### config.mk
export PLATFORM = sky130hd
export DESIGN_NAME = calc_port_sequencer_flat
export DESIGN_NICKNAME = d
export VERILOG_FILES = /design/src/rtl/calc_pkg.sv /design/src/rtl/calc_port_sequencer_if.sv /design/src/rtl/calc_port_sequencer.sv /design/src/flat_wrapper.sv
export SDC_FILE = /design/constraint.sdc
export NUM_CORES = 1
export LEC_CHECK = 0
export ABC_CLOCK_PERIOD_IN_PS = 2000
export CORE_ASPECT_RATIO = 0.75
export CORE_MARGIN = 2
export CORE_UTILIZATION = 41
export CTS_CLUSTER_DIAMETER = 200
export DETAILED_ROUTE_END_ITERATION = 8
export PLACE_DENSITY = 0.77
export SLEW_MARGIN = 25
export SYNTH_ARGS = -nofsm -noshare
export SYNTH_HDL_FRONTEND = slang
export SYNTH_SLANG_ARGS = --single-unit
### constraint.sdc
create_clock -name c_clk -period 2 [get_ports c_clk]
set_clock_uncertainty 0.15 [all_clocks]
set_input_delay 0.4 -clock c_clk [delete_from_list [all_inputs] [get_ports c_clk]]
set_output_delay 0.4 -clock c_clk [all_outputs]
set_load 0.05 [all_outputs]
### src/rtl/calc_pkg.sv
// Shared calculator types: command/response codes and the transaction and
// result records exchanged by the per-port sequencers.
package calc_pkg;

  localparam int unsigned CmdWidth  = 4;
  localparam int unsigned DataWidth = 32;
  localparam int unsigned CntWidth  = 8;

  typedef enum logic [CmdWidth-1:0] {
    CmdNop = 4'd0,
    CmdAdd = 4'd1,
    CmdSub = 4'd2,
    CmdShl = 4'd5,
    CmdShr = 4'd6
  } calc_cmd_e;

  typedef enum logic [1:0] {
    RespNone    = 2'd0,
    RespOk      = 2'd1,
    RespOvfUnf  = 2'd2,
    RespInvalid = 2'd3
  } calc_resp_e;

  typedef struct packed {
    logic [CmdWidth-1:0]  cmd;
    logic [DataWidth-1:0] param1;
    logic [DataWidth-1:0] param2;
  } calc_txn_t;

  typedef struct packed {
    logic [1:0]           resp;
    logic [DataWidth-1:0] data;
    logic                 timeout;
    logic [CntWidth-1:0]  cycles;
  } calc_rsp_t;

endpackage

### src/rtl/calc_port_sequencer_if.sv
// Transaction, calculator-port and result signals of one port sequencer.
interface calc_port_sequencer_if;
  import calc_pkg::*;

  logic                 txn_valid;
  logic                 txn_ready;
  logic [CmdWidth-1:0]  txn_cmd;
  logic [DataWidth-1:0] txn_param1;
  logic [DataWidth-1:0] txn_param2;
  logic [CmdWidth-1:0]  req_cmd_in;
  logic [DataWidth-1:0] req_data_in;
  logic [1:0]           out_resp;
  logic [DataWidth-1:0] out_data;
  logic                 rsp_valid;
  logic                 rsp_ready;
  logic [1:0]           rsp_resp;
  logic [DataWidth-1:0] rsp_data;
  logic                 rsp_timeout;
  logic [CntWidth-1:0]  rsp_cycles;
  logic                 rsp_stray;

  // The sequencer side.
  modport master (
    input  txn_valid, txn_cmd, txn_param1, txn_param2, out_resp, out_data, rsp_ready,
    output txn_ready, req_cmd_in, req_data_in, rsp_valid, rsp_resp, rsp_data,
           rsp_timeout, rsp_cycles, rsp_stray
  );

  // The transaction source / calculator / result consumer side.
  modport slave (
    output txn_valid, txn_cmd, txn_param1, txn_param2, out_resp, out_data, rsp_ready,
    input  txn_ready, req_cmd_in, req_data_in, rsp_valid, rsp_resp, rsp_data,
           rsp_timeout, rsp_cycles, rsp_stray
  );
endinterface

### src/rtl/calc_port_sequencer.sv
// Drives one calc1_top request port with a two-cycle command/operand sequence and
// returns the first response (or a timeout) as a single result record.
module calc_port_sequencer
  import calc_pkg::*;
#(
  parameter int unsigned TIMEOUT_CYCLES = 10
) (
  input logic                   c_clk,
  input logic                   reset,
  calc_port_sequencer_if.master port
);

  typedef enum logic [2:0] {StIdle, StCmd, StOp2, StWait, StDone} state_e;

  localparam logic [CntWidth-1:0] Timeout = CntWidth'(TIMEOUT_CYCLES);

  state_e              state_q, state_d;
  calc_txn_t           txn_q, txn_d;
  calc_rsp_t           rsp_q, rsp_d;
  logic [CntWidth-1:0] cnt_q, cnt_d, cnt_inc;
  logic                stray_q, stray_d;

  always_ff @(posedge c_clk) begin
    if (reset) begin
      state_q <= StIdle;
      txn_q   <= '0;
      rsp_q   <= '0;
      cnt_q   <= '0;
      stray_q <= 1'b0;
    end else begin
      state_q <= state_d;
      txn_q   <= txn_d;
      rsp_q   <= rsp_d;
      cnt_q   <= cnt_d;
      stray_q <= stray_d;
    end
  end

  always_comb begin
    state_d = state_q;
    txn_d   = txn_q;
    rsp_d   = rsp_q;
    cnt_d   = cnt_q;
    cnt_inc = cnt_q + 8'd1;
    // Any response outside the window belongs to no transaction of ours.
    stray_d = stray_q | ((state_q != StWait) && (port.out_resp != 2'd0));

    unique case (state_q)
      StIdle: begin
        if (port.txn_valid) begin
          txn_d   = '{cmd: port.txn_cmd, param1: port.txn_param1, param2: port.txn_param2};
          state_d = StCmd;
        end
      end
      StCmd: state_d = StOp2;
      StOp2: begin
        cnt_d   = '0;
        state_d = StWait;
      end
      StWait: begin
        cnt_d = cnt_inc;
        if (port.out_resp != 2'd0) begin
          rsp_d   = '{resp: port.out_resp, data: port.out_data, timeout: 1'b0, cycles: cnt_inc};
          state_d = StDone;
        end else if (cnt_inc >= Timeout) begin
          rsp_d   = '{resp: 2'd0, data: '0, timeout: (txn_q.cmd != '0), cycles: Timeout};
          state_d = StDone;
        end
      end
      StDone: begin
        if (port.rsp_ready) state_d = StIdle;
      end
      default: state_d = StIdle;
    endcase
  end

  // Port drive is decoded from registered state only, so it changes on clock edges.
  always_comb begin
    port.req_cmd_in  = '0;
    port.req_data_in = '0;
    if (state_q == StCmd) begin
      port.req_cmd_in  = txn_q.cmd;
      port.req_data_in = txn_q.param1;
    end else if (state_q == StOp2) begin
      port.req_data_in = txn_q.param2;
    end
  end

  assign port.txn_ready   = (state_q == StIdle);
  assign port.rsp_valid   = (state_q == StDone);
  assign port.rsp_resp    = rsp_q.resp;
  assign port.rsp_data    = rsp_q.data;
  assign port.rsp_timeout = rsp_q.timeout;
  assign port.rsp_cycles  = rsp_q.cycles;
  assign port.rsp_stray   = stray_q;

endmodule

### src/flat_wrapper.sv
// flat-port wrapper written by rule: the top's interface ports become plain ports
module calc_port_sequencer_flat import calc_pkg::*;
#(
  parameter int unsigned TIMEOUT_CYCLES = 10
)
  (c_clk, reset, port_txn_valid, port_txn_cmd, port_txn_param1, port_txn_param2, port_out_resp, port_out_data, port_rsp_ready, port_txn_ready, port_req_cmd_in, port_req_data_in, port_rsp_valid, port_rsp_resp, port_rsp_data, port_rsp_timeout, port_rsp_cycles, port_rsp_stray);
  calc_port_sequencer_if port_i ();
  input logic c_clk;
  input logic reset;
  input wire logic [$bits(port_i.txn_valid)-1:0] port_txn_valid;
  input wire logic [$bits(port_i.txn_cmd)-1:0] port_txn_cmd;
  input wire logic [$bits(port_i.txn_param1)-1:0] port_txn_param1;
  input wire logic [$bits(port_i.txn_param2)-1:0] port_txn_param2;
  input wire logic [$bits(port_i.out_resp)-1:0] port_out_resp;
  input wire logic [$bits(port_i.out_data)-1:0] port_out_data;
  input wire logic [$bits(port_i.rsp_ready)-1:0] port_rsp_ready;
  output wire logic [$bits(port_i.txn_ready)-1:0] port_txn_ready;
  output wire logic [$bits(port_i.req_cmd_in)-1:0] port_req_cmd_in;
  output wire logic [$bits(port_i.req_data_in)-1:0] port_req_data_in;
  output wire logic [$bits(port_i.rsp_valid)-1:0] port_rsp_valid;
  output wire logic [$bits(port_i.rsp_resp)-1:0] port_rsp_resp;
  output wire logic [$bits(port_i.rsp_data)-1:0] port_rsp_data;
  output wire logic [$bits(port_i.rsp_timeout)-1:0] port_rsp_timeout;
  output wire logic [$bits(port_i.rsp_cycles)-1:0] port_rsp_cycles;
  output wire logic [$bits(port_i.rsp_stray)-1:0] port_rsp_stray;
  assign port_i.txn_valid = port_txn_valid;
  assign port_i.txn_cmd = port_txn_cmd;
  assign port_i.txn_param1 = port_txn_param1;
  assign port_i.txn_param2 = port_txn_param2;
  assign port_i.out_resp = port_out_resp;
  assign port_i.out_data = port_out_data;
  assign port_i.rsp_ready = port_rsp_ready;
  assign port_txn_ready = port_i.txn_ready;
  assign port_req_cmd_in = port_i.req_cmd_in;
  assign port_req_data_in = port_i.req_data_in;
  assign port_rsp_valid = port_i.rsp_valid;
  assign port_rsp_resp = port_i.rsp_resp;
  assign port_rsp_data = port_i.rsp_data;
  assign port_rsp_timeout = port_i.rsp_timeout;
  assign port_rsp_cycles = port_i.rsp_cycles;
  assign port_rsp_stray = port_i.rsp_stray;
  calc_port_sequencer #(.TIMEOUT_CYCLES(TIMEOUT_CYCLES)) u_core (.c_clk(c_clk), .reset(reset), .port(port_i));
endmodule
# After elaboration in Yosys (flattened, before gate mapping)
# Index checks and enable logic that the tools add are counted.
classes:
  add_sub_neg: 1
  order_cmp: 1
  n_eq_ne: 8
  n_mux: 11
  n_bitwise: 1
  reduce_logical: 9
ops:
  columns: ["cell", "count"]
  rows:
  - ["43-bit two-way mux", 2]
  - ["32-bit two-way mux", 2]
  - ["8-bit one-hot mux with 2 select lines", 1]
  - ["3-bit one-hot mux with 5 select lines", 1]
  - ["3-bit two-way mux", 4]
  - ["8-bit by 1-bit adder with 8-bit output (second input constant)", 1]
  - ["8-bit by 4-bit greater-or-equal comparator with 1-bit output (second input constant)", 1]
  - ["3-bit by 2-bit equality test with 1-bit output (second input constant)", 2]
  - ["2-bit nonzero test", 3]
  - ["4-bit two-way mux", 1]
  - ["2-bit inequality test (second input constant)", 2]
  - ["2-bit AND reduction", 2]
  - ["4-bit nonzero test", 1]
  - ["3-bit by 1-bit equality test with 1-bit output (second input constant)", 1]
  - ["3-bit equality test (second input constant)", 1]
  - ["3-bit logical NOT", 1]
  - ["3-bit by 1-bit inequality test with 1-bit output (second input constant)", 1]
  - ["3-bit by 2-bit inequality test with 1-bit output (second input constant)", 1]
  - ["3-bit AND reduction", 1]
  - ["1-bit logical AND", 1]
  - ["1-bit OR", 1]
totals:
  reg_bits: 123
  output_inout_bits: 82

# Longest topological paths before layout
depth:
  word_depth: 5
  ltp_mapped: 9
  ltp_nobuf: 7

# Least setup slack after synthesis
# OpenSTA, ideal clock, no wires.
synth_path:
  path_kind: "register to register"
  startpoint: "register u_core.state_q[2]"
  endpoint: "register u_core.txn_q[10] (netlist bit)"
  setup_time_ns: 0.132
  t_arrival_ns: 2.557
  setup_slack_ns: -0.839
  stages_incl_launch_ff: 8
  n_path_buf: 3
  cell_sequence: "dfxtp_1 clkbuf_1 nor3_1 nand2_1 clkbuf_1 clkbuf_1 nand2_1 a21oi_1"
synth_via:
  elab_chain_len: 2
synth_lines:
  columns: ["item", "line", "source"]
  rows:
  - ["from (decl)", "calc_port_sequencer.sv:17", "state_e state_q, state_d;"]
  - ["from (signal assigned)", "calc_port_sequencer.sv:25", "state_q <= StIdle;"]
  - ["from (signal assigned)", "calc_port_sequencer.sv:31", "state_q <= state_d;"]
  - ["3-bit logical NOT", null, null]
  - ["named net port_txn_ready", "flat_wrapper.sv:17", "output wire logic [$bits(port_i.txn_ready)-1:0] port_txn_ready;"]
  - ["2-bit AND reduction (no source line)", null, null]
  - ["to (signal assigned)", "calc_port_sequencer.sv:32", "txn_q <= txn_d;"]
  - ["to (decl)", "calc_port_sequencer.sv:18", "calc_txn_t txn_q, txn_d;"]
# The timed path passes the listed nets, and every way through them passes these cells.
# A chain may end at the register's enable or synchronous reset.

# Worst setup path in the final report
layout_path:
  startpoint: "register u_core.state_q[0]"
  endpoint: "output port_req_data_in[16]"
layout_via:
  elab_chain_len: 3
  word_cells_on_any_way: 4
  classes_between: "eq/ne: 2; mux: 2"
layout_lines:
  columns: ["item", "line", "source"]
  rows:
  - ["3-bit by 2-bit equality test with 1-bit output", "calc_port_sequencer.sv:84", "end else if (state_q == StOp2) begin"]
  - ["32-bit two-way mux", "calc_port_sequencer.sv:84", null]
  - ["32-bit two-way mux (*)", "calc_port_sequencer.sv:81", "if (state_q == StCmd) begin"]
  - ["to (decl)", "flat_wrapper.sv:19", "output wire logic [$bits(port_i.req_data_in)-1:0] port_req_data_in;"]
# Every way passes the cells marked *; elsewhere a longest branch is shown, timed or not.

==> summary.md <==
The data required time of the worst path came out at 1450 ps. The level count of the clock H-tree is 4. The flow ran to the end, but the final reports show violations. The mux cell area share after synthesis is 0.06673. The endpoint kind of the worst setup timing path is a primary output. By area, the combinational part of the netlist is dominated by simple AND/OR/NAND/NOR gates. The cell type contributing the most total cell area after synthesis is sky130_fd_sc_hd__dfxtp_1. Type of the most critical hold path: input port to flip-flop. The overall die height was 102 µm.

The number of setup violations in the final report came out at 76. The run gives 0 as the count of unresolved DRC violations after routing. The worst-case IR drop observed on VDD is 0.6088 mV.

Summing every instance area after synthesis gives 0.005250 mm². The logs give 0.7386 for the utilization of the core after routing and 400 ps for the latest clock arrival within the worst-skew pair. The clock transition at the registers of the reported paths is 50 ps. The final hold violation count was 0; the total power divided by cell area was 825.4 mW/mm².

Along the worst hold path, the cell count comes to 2. The worst setup path is of the flip-flop to primary output kind. The end point of the worst hold path is u_core.state_q[2]. Sorting the synthesized cells by area gives the leading types as sky130_fd_sc_hd__dfxtp_1, sky130_fd_sc_hd__nand2_1, sky130_fd_sc_hd__a21oi_1. Area share of the largest cell type after synthesis: 0.4690. The tools report the largest net degree at the start of global routing as 60. The number of clock buffers added by TritonCTS is 17. The antenna diode instance count was 0.

Among all cell types in the netlist, the one instantiated most often is sky130_fd_sc_hd__nand2_1. The tools report the aggregate routed wire length as 17.31 mm. The final reports fail on setup timing. The relative slew slack is 0.6648.

For this run, the number of Yosys warnings is 0. Among all stages on the critical path, the largest delay is contributed by sky130_fd_sc_hd__dfxtp_4. Simple-gate share of the synthesized area: 0.2202.

Traced cell by cell, the critical path runs through inv_4 -> nor3_4 -> buf_6 -> buf_12 -> buf_16 -> a22o_4 -> buf_12. Number of different library cells in the post-synthesis netlist: 42. Counting along the longest clock path gives a buffer depth of 2. The share of power burned in combinational logic was 0.237.

The cell type with the highest occurrence count on the critical path is sky130_fd_sc_hd__buf_12. The tools report the CTS root buffer as sky130_fd_sc_hd__clkbuf_16. The setup slack of the critical path after layout was -220.2 ps; the final critical-path required period was 2220 ps. The static power due to leakage is 3.881 nW, and the number of nets in the layout is 949. Sorting the synthesized cells by how often they occur yields sky130_fd_sc_hd__nand2_1, sky130_fd_sc_hd__dfxtp_1, sky130_fd_sc_hd__a21oi_1, sky130_fd_sc_hd__clkbuf_1, sky130_fd_sc_hd__nand2b_1. Of all nets on the critical path, the largest fanout is 4. Dividing the detail-routed via count by the number of cells gives 5.161.

For the via count of the first global-routing pass, the log shows 5255. Row generation in the floorplan step produced 35 rows. The number of sinks handled by clock tree synthesis was 123; the hold-fix buffer count after cts was 0. The clock power share was 0.401; the post-synthesis xor/xnor area fraction was 0.01335. Input and output buffers added on the ports amount to 187. At the pin with the least slew margin, the transition time is 502.7 ps. The number of synthesized register bits works out to 123.

For the worst flop-to-flop path, the logic depth is 8. The final period utilization was 1.110. Setup repair after global routing could not meet its margin everywhere. The number of fill cells in the layout was 868; the placed wire-length estimate was 10.49 mm.

In this run the power spent charging and discharging nets is 2.183 mW. The number of slew-limit violations in the final report was 0. TritonCTS built the clock tree. Derived from the worst setup path, the maximum achievable clock frequency is 450.4 MHz.

The tools report the gate count of the mapped netlist as 627. The design internal power was 5.372 mW; the routed wire length per instance was 16.97 µm. The detail route stage leaves a number of antenna-violating nets equal to 0. The total power of the final layout came out at 7.555 mW. The arrival time of data at the critical path endpoint was 1670 ps; the mean instance size in the synthesized netlist was 8.373 µm². The first-pass GRT wire length was 26.45 mm.

The worst setup path is launched from a flip-flop. The worst register-to-register path begins at u_core.cnt_q[1]. The worst register-to-register path ends at u_core.port.rsp_data[31]. The maximum cell stage delay along the critical path works out to 370 ps. Final weighted congestion of routability-driven global placement: 0.8764.

The run gives 0.362 as the relative contribution of sequential cells to total power. Global routing usage summed across all routing layers: 0.2458. The pre-antenna-repair detailed-routing pass consisted of 6 iterations. In this run the horizontal extent of the chip is 134.7 µm. The fraction of layout instances using a drive strength above 1 was 0.2916; the number of enable flip-flop cells after synthesis was 0. The area growth from synthesis to layout is 74.36%. The worst register-to-register path has a setup slack of -90 ps. The total number of vias came out at 5264.

The startpoint of the most critical hold path was reset. The tools report the effective utilization at floorplan as 0.4236. Aggregate negative setup slack: -9261 ps. The compound-cell area share of the yosys netlist is 0.1673. The share of flip-flops with an asynchronous set or reset after synthesis is 0.

The share of total power consumed by net switching was 0.2890. The tools report the standard cell core area as 0.01239 mm². For this run, the leading register cell type out of synthesis is sky130_fd_sc_hd__dfxtp_1.

The tools report the proportion of synthesized chip area in sequential cells as 0.4690. The overall die area is 0.01374 mm², and the initial antenna violation count is 0. The global route total overflow is 0, and the reported max-cap violation count is 0. The number of nets handed over by synthesis was 735.

The count of boundary I/O pins was 188; the starting DRC count in detailed routing was 268. The area share of fa/ha/maj cells after synthesis works out to 0.004766.
-- flip-flops by register name, indices dropped and copies added (netlist names) --
register	cells
u_core.port.rsp_cycles	8
u_core.cnt_q	8
u_core.state_q	3
u_core.port.rsp_resp	2
u_core.port.rsp_data	32
u_core.port.rsp_timeout	1
u_core.txn_q	68
u_core.port.rsp_stray	1
-- power by group through the flow --
stage / sequential [mW] / combinational (mW) / clock, mW
CTS: 2.73 / 1.75 / 3.07
finish: 2.74 / 1.79 / 3.03
global route: 2.75 / 1.91 / 3.17
detailed placement: 2.76 / 1.48 / 0
floorplan: 2.79 / 0.779 / 0
global placement: 2.75 / 1.45 / 0
-- routing by layer --
| metal | wire (µm) | GRT usage | part of all wire |
|---|---|---|---|
| met5 | 0 | 0 | 0 |
| met4 | 314 | 0.09150 | 0.018 |
| met3 | 689 | 0.05357 | 0.040 |
| met2 | 8798 | 0.4233 | 0.51 |
| met1 | 7504 | 0.3054 | 0.43 |
-- final cells by class --
class                           instances  area (µm²)  share of cell area
Sequential cell                       123        2481              0.2710
Clock inverter                         14       145.1             0.01586
Timing Repair Buffer                  248        2948              0.3220
Multi-Input combinational cell        443        2898              0.3166
Clock buffer                           18       439.2             0.04798
Inverter                                8       35.03            0.003827
Tap cell                              166       207.7             0.02269
-- repair_timing --
item | 4_1_cts | 5_1_grt
cloned | 9 | 2
pin swaps | 19 | 15
buffers inserted | 15 | 8
gates resized for setup | 51 | 22
setup endpoints to repair | 82 | 84
-- through the flow --
| step | instances | worst slack (ps) | hold slack (ps) | area [µm²] |
|---|---|---|---|---|
| floorplan | 627 | -47.51 | 285.9 | 5433 |
| global route | 1020 | -300.7 | 89.16 | 9154 |
| finish | 1020 | -220.2 | 95.40 | 9154 |
| detailed placement | 962 | -260.3 | 296.7 | 7853 |
| global placement | 962 | -159.7 | 291.9 | 7853 |
| CTS | 1018 | -222.0 | 72.08 | 9070 |
-- critical path: cells and delay by family (launching register included) --
kind                   cells  cell delay (ps)
flip-flops                 1              370
AO/OA/AOI/OAI              1              130
buffers and inverters      5              560
AND/OR/NAND/NOR            1              190
-- cell families after synthesis --
kind of cell,Yosys count
compound gates,136
xor+xnor,8
fa+ha+maj,2
buf+inv,61
flops,123
mux,35
simple gates,262
-- worst max path at each step --
stage	depth (start not counted)	to	start	slack [ps]
6_report	7	port_req_data_in[16]	u_core.state_q[0]	-220
5_1_grt	7	port_req_data_in[16]	u_core.state_q[0]	-300
4_1_cts	6	port_req_cmd_in[2]	u_core.state_q[1]	-220
3_5_place_dp	6	u_core.port.rsp_data[27]	port_out_resp[1]	-260
3_3_place_gp	6	u_core.port.rsp_data[7]	port_out_resp[1]	-160
2_1_floorplan	5	port_req_data_in[25]	u_core.state_q[0]	-50
-- layout by cell type, fill, tap and decap left out, drive strengths merged, types with 2 or more instances in the layout --
master	synthesis	layout
clkinv	0	6
mux2i	35	35
buf	13	142
and2	6	6
inv	8	10
bufinv	0	2
nor2	15	15
o21a	2	2
nor3	8	8
xor2	3	3
o211ai	2	2
clkinvlp	0	4
clkdlybuf4s50	0	104
a21oi	79	79
nand2b	39	39
or2	3	3
nand4	2	2
a21o	6	6
o32ai	5	5
xnor2	5	5
nand2	175	175
o21ai	3	3
dfxtp	123	123
ha	2	2
a22o	32	32
nand3	6	6
a31oi	2	2
clkbuf	40	20
Note: power is estimated with default switching activity, not from simulation.
